**config.mk**
```make
export PLATFORM = sky130hd
export DESIGN_NAME = key_debouncer
export DESIGN_NICKNAME = d
export VERILOG_FILES = /design/src/rtl/key_pkg.sv /design/src/rtl/sync_2ff.sv /design/src/rtl/key_debouncer.sv
export SDC_FILE = /design/constraint.sdc
export NUM_CORES = 1
export LEC_CHECK = 0
export ABC_CLOCK_PERIOD_IN_PS = 3500
export CAP_MARGIN = 20
export CORE_MARGIN = 4
export CORE_UTILIZATION = 25
export DETAILED_ROUTE_END_ITERATION = 10
export PLACE_DENSITY = 0.44
export RECOVER_POWER = 50
export SLEW_MARGIN = 20
export SYNTH_ARGS = -nofsm -noshare
export SYNTH_HDL_FRONTEND = slang
export SYNTH_SLANG_ARGS = --single-unit
```
**constraint.sdc**
```tcl
create_clock -name CLK -period 3.5 [get_ports CLK]
set_input_delay 0.525 -clock CLK [delete_from_list [all_inputs] [get_ports CLK]]
set_output_delay 0.525 -clock CLK [all_outputs]
set_load 0.005 [all_outputs]
```
**src/rtl/key_pkg.sv**
```systemverilog
// Shared types and helpers for the push-button conditioning stage.
package key_pkg;

    typedef enum logic [1:0] {
        IDLE         = 2'd0,
        PRESS_WAIT   = 2'd1,
        HELD         = 2'd2,
        RELEASE_WAIT = 2'd3
    } state_t;

    localparam logic KEY_PRESSED = 1'b0;

    // Ceiling log2, never less than one bit so counters always have a width.
    function automatic int clog2(input int unsigned value);
        int unsigned v;
        int          w;
        w = 0;
        if (value > 32'd1) begin
            v = value - 32'd1;
            while (v > 32'd0) begin
                w = w + 1;
                v = v >> 1;
            end
        end else begin
            w = 0;
        end
        return (w < 1) ? 1 : w;
    endfunction

endpackage

```
**src/rtl/sync_2ff.sv**
```systemverilog
// Two-flop synchronizer for asynchronous single-bit inputs (keys, switches).
module sync_2ff #(
    parameter logic RESET_VAL = 1'b1
) (
    input  logic CLK,
    input  logic RST,
    input  logic D,
    output logic Q
);

    logic s0_q;
    logic s1_q;

    // Metastability chain; both stages preset so the input reads as idle.
    always_ff @(posedge CLK) begin
        if (!RST) begin
            s0_q <= RESET_VAL;
            s1_q <= RESET_VAL;
        end else begin
            s0_q <= D;
            s1_q <= s0_q;
        end
    end

    assign Q = s1_q;

endmodule

```
**src/rtl/key_debouncer.sv**
```systemverilog
// Push-button debouncer: clean level plus one-cycle PRESS/RELEASE pulses.
// Optional auto-repeat of PRESS while held: define KEY_DEBOUNCER_AUTOREPEAT_EN.
module key_debouncer
    import key_pkg::*;
#(
    parameter int unsigned DEBOUNCE_CYCLES = 500000,
    parameter int unsigned REPEAT_DELAY    = 25000000,
    parameter int unsigned REPEAT_PERIOD   = 5000000
) (
    input  logic CLK,
    input  logic RST,
    input  logic KEY_N,
    output logic LEVEL,
    output logic PRESS,
    output logic RELEASE
);

    localparam int CNT_W = clog2(DEBOUNCE_CYCLES);
    localparam logic [CNT_W-1:0] CNT_LAST = CNT_W'(DEBOUNCE_CYCLES - 32'd1);

    state_t           state_q;
    state_t           state_d;
    logic [CNT_W-1:0] cnt_q;
    logic [CNT_W-1:0] cnt_d;
    logic             level_q;
    logic             level_d;
    logic             press_q;
    logic             press_d;
    logic             release_q;
    logic             release_d;
    logic             key_sync;
    logic             key_down;
    logic             press_accept;
    logic             repeat_hit;

    sync_2ff #(
        .RESET_VAL (~KEY_PRESSED)
    ) u_sync (
        .CLK (CLK),
        .RST (RST),
        .D   (KEY_N),
        .Q   (key_sync)
    );

    assign key_down     = (key_sync == KEY_PRESSED);
    assign press_accept = (state_q == PRESS_WAIT) && key_down && (cnt_q == CNT_LAST);

`ifdef KEY_DEBOUNCER_AUTOREPEAT_EN
    localparam int RCNT_W = clog2((REPEAT_DELAY > REPEAT_PERIOD) ? REPEAT_DELAY : REPEAT_PERIOD);
    localparam logic [RCNT_W-1:0] RPT_FIRST = RCNT_W'(REPEAT_DELAY - 32'd1);
    localparam logic [RCNT_W-1:0] RPT_NEXT  = RCNT_W'(REPEAT_PERIOD - 32'd1);

    logic [RCNT_W-1:0] rcnt_q;
    logic [RCNT_W-1:0] rcnt_d;
    logic              rphase_q;
    logic              rphase_d;

    // Repeat timer: restarts on a fresh press, frozen outside HELD; rphase selects delay vs period.
    always_comb begin
        rcnt_d     = rcnt_q;
        rphase_d   = rphase_q;
        repeat_hit = 1'b0;
        if (press_accept) begin
            rcnt_d   = {RCNT_W{1'b0}};
            rphase_d = 1'b0;
        end else if (state_q == HELD) begin
            if (rcnt_q == (rphase_q ? RPT_NEXT : RPT_FIRST)) begin
                repeat_hit = 1'b1;
                rcnt_d     = {RCNT_W{1'b0}};
                rphase_d   = 1'b1;
            end else begin
                rcnt_d = rcnt_q + RCNT_W'(1'b1);
            end
        end else begin
            rcnt_d = rcnt_q;
        end
    end

    // Repeat timer registers.
    always_ff @(posedge CLK) begin
        if (!RST) begin
            rcnt_q   <= {RCNT_W{1'b0}};
            rphase_q <= 1'b0;
        end else begin
            rcnt_q   <= rcnt_d;
            rphase_q <= rphase_d;
        end
    end
`else
    assign repeat_hit = 1'b0;
`endif

    // Debounce FSM next-state and next-output logic.
    always_comb begin
        state_d   = state_q;
        cnt_d     = cnt_q;
        press_d   = repeat_hit;
        release_d = 1'b0;
        level_d   = level_q;
        case (state_q)
            IDLE: begin
                if (key_down) begin
                    state_d = PRESS_WAIT;
                    cnt_d   = {CNT_W{1'b0}};
                end else begin
                    state_d = IDLE;
                end
            end
            PRESS_WAIT: begin
                if (!key_down) begin
                    state_d = IDLE;
                end else if (cnt_q == CNT_LAST) begin
                    state_d = HELD;
                    press_d = 1'b1;
                end else begin
                    cnt_d = cnt_q + CNT_W'(1'b1);
                end
            end
            HELD: begin
                if (!key_down) begin
                    state_d = RELEASE_WAIT;
                    cnt_d   = {CNT_W{1'b0}};
                end else begin
                    state_d = HELD;
                end
            end
            RELEASE_WAIT: begin
                if (key_down) begin
                    state_d = HELD;
                end else if (cnt_q == CNT_LAST) begin
                    state_d   = IDLE;
                    release_d = 1'b1;
                end else begin
                    cnt_d = cnt_q + CNT_W'(1'b1);
                end
            end
            default: begin
                state_d = IDLE;
                cnt_d   = {CNT_W{1'b0}};
            end
        endcase
        level_d = (state_d == HELD) || (state_d == RELEASE_WAIT);
    end

    // State, counter and registered outputs.
    always_ff @(posedge CLK) begin
        if (!RST) begin
            state_q   <= IDLE;
            cnt_q     <= {CNT_W{1'b0}};
            level_q   <= 1'b0;
            press_q   <= 1'b0;
            release_q <= 1'b0;
        end else begin
            state_q   <= state_d;
            cnt_q     <= cnt_d;
            level_q   <= level_d;
            press_q   <= press_d;
            release_q <= release_d;
        end
    end

    assign LEVEL   = level_q;
    assign PRESS   = press_q;
    assign RELEASE = release_q;

endmodule

```
Yosys cells after proc, flatten, opt, wreduce, memory -nomap -nowiden:

Index checks and enable logic that the tools add are counted.

* register bits: 26
* input bits: 3
* output and inout port bits: 3

* $add $sub $neg: 1
* equality and inequality tests: 10
* multiplexer cells: 14
* bitwise operators: 2
* reduce and logical (&&, ||, !) cells: 5

Operator list (number)
* $mux 19: 5
* $pmux 19 s4: 1
* $add 19x1->19 const B: 1
* $eq 19x19->1 const B: 1
* $eq 2x2->1 const B: 4
* $mux 2: 4
* $pmux 2 s4: 1
* $ne 2x1->1 const B: 2
* $ne 2x2->1 const B: 2
* $reduce_and 4->1: 1
* $mux 1: 3
* $reduce_and 3->1: 1
* $reduce_or 3->1: 1
* $eq 2x1->1 const B: 1
* $logic_not 2->1: 1
* $not 1->1: 2
* $logic_or 1x1->1: 1

Depth between registers and ports, before layout:

* word-level depth: 6
* gate-level depth with buffers: 6
* depth with buffers taken out: 6

Modules after synthesis:

A second synthesis with hierarchy kept.

* cell total of the unflattened synthesis: 135
* area, all modules: 1173.6 µm²

By module, submodules not included
* key_debouncer: times used 1, cells each 131, area an instance 1121.1 µm², sequential area each 460.4 µm²
* sync_2ff: times used 1, cells each 4, area an instance 52.6 µm², sequential area each 40.0 µm²

Worst setup path after synthesis:

No wires, ideal clock.

* path type: register -> register
* start: reg cnt_q[0]
* end: reg cnt_q[18]
* data arrival time: 1.526 ns
* setup slack: 1.845 ns
* cell stages (with the launch flop): 7
* buffers on the path: 0
* period minus slack after synthesis: 1.655 ns
* cells stage by stage: dfxtp_1 ha_1 nand4_1 nor4_1 nand3_1 xor2_1 nor2_1

* word-level cells in the longest chain between the ends: 4
* elaborated cells on any way between the ends: 6
* those cells by class: 1 x add/sub; 1 x eq/ne; 4 x mux

RTL lines
* from (decl): RTL line key_debouncer.sv:23 `logic [CNT_W-1:0] cnt_q;`
* from (signal assigned): RTL line key_debouncer.sv:149 `cnt_q <= {CNT_W{1'b0}};`
* from (signal assigned): RTL line key_debouncer.sv:155 `cnt_q <= cnt_d;`
* $add 19x1->19 / $eq 19x19->1 (equally long branches)
* $mux 19 *: RTL line key_debouncer.sv:112, key_debouncer.sv:130
* $mux 19 (on tied branches): RTL line key_debouncer.sv:128, key_debouncer.sv:110
* $pmux 19 s4 *: RTL line key_debouncer.sv:100 `case (state_q)`

Mark *: on every way between the ends. The rest lies on a longest branch, timed or not. The select of a mux whose other input is x is not followed.
A chain may end at the register's enable or synchronous reset.

Final worst setup path:

* start: reg state_q[1]
* end: reg cnt_q[5]

* word-level cells in the longest chain between the ends: 3
* elaborated cells on any way between the ends: 10
* those cells by class: 7 x eq/ne; 1 x mux; 2 x reduce/logical

RTL lines
* from (decl): RTL line key_debouncer.sv:21 `state_t state_q;`
* from (signal assigned): RTL line key_debouncer.sv:154 `state_q <= state_d;`
* $eq 2x2->1, or another cell as far along: RTL line key_debouncer.sv:100
* $ne 2x1->1 (no source line) / $ne 2x2->1 (equally long branches)
* $reduce_and 4->1 (no source line)

Several ways; a longest one is shown, not always the timed one.

==> results.json <==
{
  "cp-start-kind": "flip-flop",
  "die_w_um": 74.5,
  "internal-power_uw": 369,
  "synthMuxAreaShare_pct": 0,
  "clock.fmax_mhz": 407,
  "wire_per_inst_um": 12.1,
  "dp_hpwl_mm": 1.69,
  "antenna_left": 0,
  "p_clk_share_pct": 36.2,
  "grt_pass1_wl_mm": 3.88,
  "postCtsHoldBufs": 0,
  "syn_nets": 133,
  "grt_remaining_overflow": 0,
  "clock_latency_ps": 260,
  "rsz0062_at_grt": "no",
  "synthSimpleGateAreaFrac_pct": 31.6,
  "final_hold_viol_count": 0,
  "place_congestion": 0.731,
  "endpoint_kind": "flip-flop",
  "start_util_pct": 26.7,
  "cts.sinks": 25,
  "synth_compound_area_share_pct": 7.93,
  "maxSlewHeadroom_pct": -13.2,
  "min_path_type": "reg -> reg",
  "slew_viol_final": 17,
  "nets": 141,
  "grt.total_usage_pct": 9.05,
  "numCtsBuffers": 3,
  "pre_cts_slack_ps": 1110,
  "p_comb_share_pct": 2.7,
  "yosys.area_share.adder_pct": 1.13,
  "critical_path_class": "reg -> reg",
  "final_layout_size_suffix_gt1_share_pct": 3.68,
  "skew_ps": 4.13,
  "synth.distinct_cells": 28,
  "finalSetupTns_ps": 0,
  "violations": "capacitance limit, slew limit",
  "die_y_um": 74.5,
  "die-area_um2": 5550,
  "fin_crit_sh_pct": 70.3,
  "path_max_fanout": 16,
  "postCtsSetupRepairBufs": 0,
  "synth_seq_cells": 25,
  "min_period_ps": 2460,
  "hold_slack_ps": 436,
  "ir_worst_vdd_v": 0.000136,
  "drt_iter0_markers": 22,
  "ctsRootBufferMaster": "clkbuf_8",
  "routed_wl_mm": 2.24,
  "io_pins": 6,
  "area_growth_pct": 12.9,
  "dp_cells": 182,
  "synthXorXnorAreaFrac_pct": 12.6,
  "maxCapViolations": 1,
  "final_cell_count_no_fill": 186,
  "drc_errors": 0,
  "synth-seq-area-share_pct": 45.3,
  "leakagePower_uw": 0.000409,
  "final_cell_mix": "dfxtp_1 (25), nor2_1 (20), nand3_1 (11)",
  "syn_area_um2": 1100,
  "core_region_area_um2": 4140,
  "status": "finished, violations left",
  "portBuffers": 5,
  "critPathRequiredTime_ps": 3720,
  "yosysWarnings": 0,
  "crit_arrival_ps": 2680,
  "num_rows": 23,
  "viasPerCell": 4.81,
  "cts_buffer_depth": 2,
  "cts-resized-gates": 0,
  "grt_pass1_vias": 823,
  "power_switching_uw": 101,
  "cts_max_level": 1,
  "drt_pass1_iterations": 4,
  "vias": 895,
  "sequentialPowerShare_pct": 61.1,
  "setup_viol": 0,
  "setup_slack_ps": 1040,
  "tightest_slew_ps": 1680,
  "cts_tree": "built",
  "synth_top_family_by_area": "simple AND/OR/NAND/NOR gates",
  "p_per_area_nw_per_um2": 376,
  "switching_share_pct": 21.4,
  "synthCells": 129,
  "clkTransAtPathRegs_ps": 90,
  "avgSynthCellArea_um2": 8.56,
  "grt_max_degree": 17,
  "antenna_found_initial": 0,
  "layout_commonest_cell": "dfxtp_1",
  "num_antenna_cells": 0
}
[kinds of logic after synthesis]
group,count (synthesis)
flops,25
compound gates,15
fa+ha+maj,1
buf+inv,4
xor+xnor,15
simple gates,69
[critical path, stage by stage (launching register included)]
cell and delay (ps):
dfxtp_1 460, xor2_1 500, o21ai_0 680, or4_1 700
nand2_1 70
[per-layer routing]
layer  vias up  track usage, %  share of wire (%)
met5         -               0                  0
met3         2            1.22                1.4
met4         0            5.34                1.5
met1       416            12.5                 52
met2         8            13.4                 46
li1        469               -                  -
[power by group through the flow]
stage,registers (uW),logic (uW),clock network [uW]
after floorplan,293,8.94,0
final,287,12.7,170
after global routing,287,14.3,193
after global placement,294,13.2,0
after detailed placement,294,13.3,0
after CTS,287,13.3,177
[registers in the layout, indices dropped and copies added, names as in the netlist]
signal / flops
PRESS: 1
RELEASE: 1
cnt_q: 19
state_q: 2
u_sync.Q: 1
u_sync.s0_q: 1
[path summary, 6_finish.rpt]
| kind | from | to | slack, ps | cells after the start |
|---|---|---|---|---|
| worst min register to register | u_sync.s0_q | u_sync.Q | 440 | 1 |
| worst min-delay path | u_sync.s0_q | u_sync.Q | 440 | 1 |
| worst max-delay path | state_q[1] | cnt_q[5] | 1040 | 4 |
| worst max register to register | state_q[1] | cnt_q[5] | 1040 | 4 |
[synth_stat cells (all sizes together)]
library cell / instances / share of area (%)
nand2: 10 / 3.4
nor4: 5 / 2.8
or3: 3 / 1.7
nand3: 11 / 5.0
nor4b: 1 / 0.79
nand3b: 1 / 0.68
o21ai: 8 / 3.6
or2: 1 / 0.57
nand4: 5 / 2.8
inv: 2 / 0.68
a21oi: 3 / 1.4
nor2: 20 / 6.8
o2111ai: 2 / 1.6
nand2b: 2 / 1.1
buf: 1 / 0.45
clkbuf: 1 / 0.34
o211ai: 2 / 1.4
dfxtp: 25 / 45
and3: 3 / 1.7
or4: 2 / 1.4
and4b: 1 / 0.91
xor2: 9 / 7.8
ha: 1 / 1.1
nor3: 3 / 1.4
and2: 1 / 0.57
xnor2: 6 / 4.8
[stage by stage]
| stage | power, uW | instance area (um^2) | util (%) |
|---|---|---|---|
| finish | 469 | 1250 | 30.1 |
| global placement | 307 | 1210 | 29.2 |
| global route | 494 | 1250 | 30.1 |
| detailed placement | 307 | 1210 | 29.2 |
| CTS | 478 | 1250 | 30.3 |
| floorplan | 302 | 1100 | - |
[area by class of cell]
cell class	count	area [um^2]
fillers	467	2900
multi-input cells	100	581
flip-flops and latches	25	500
well taps	50	62.6
repair buffers	5	50.0
clock buffers	3	41.3
inverters	2	7.51
clock inverters	1	5.00
(Power assumes the default switching activity.)
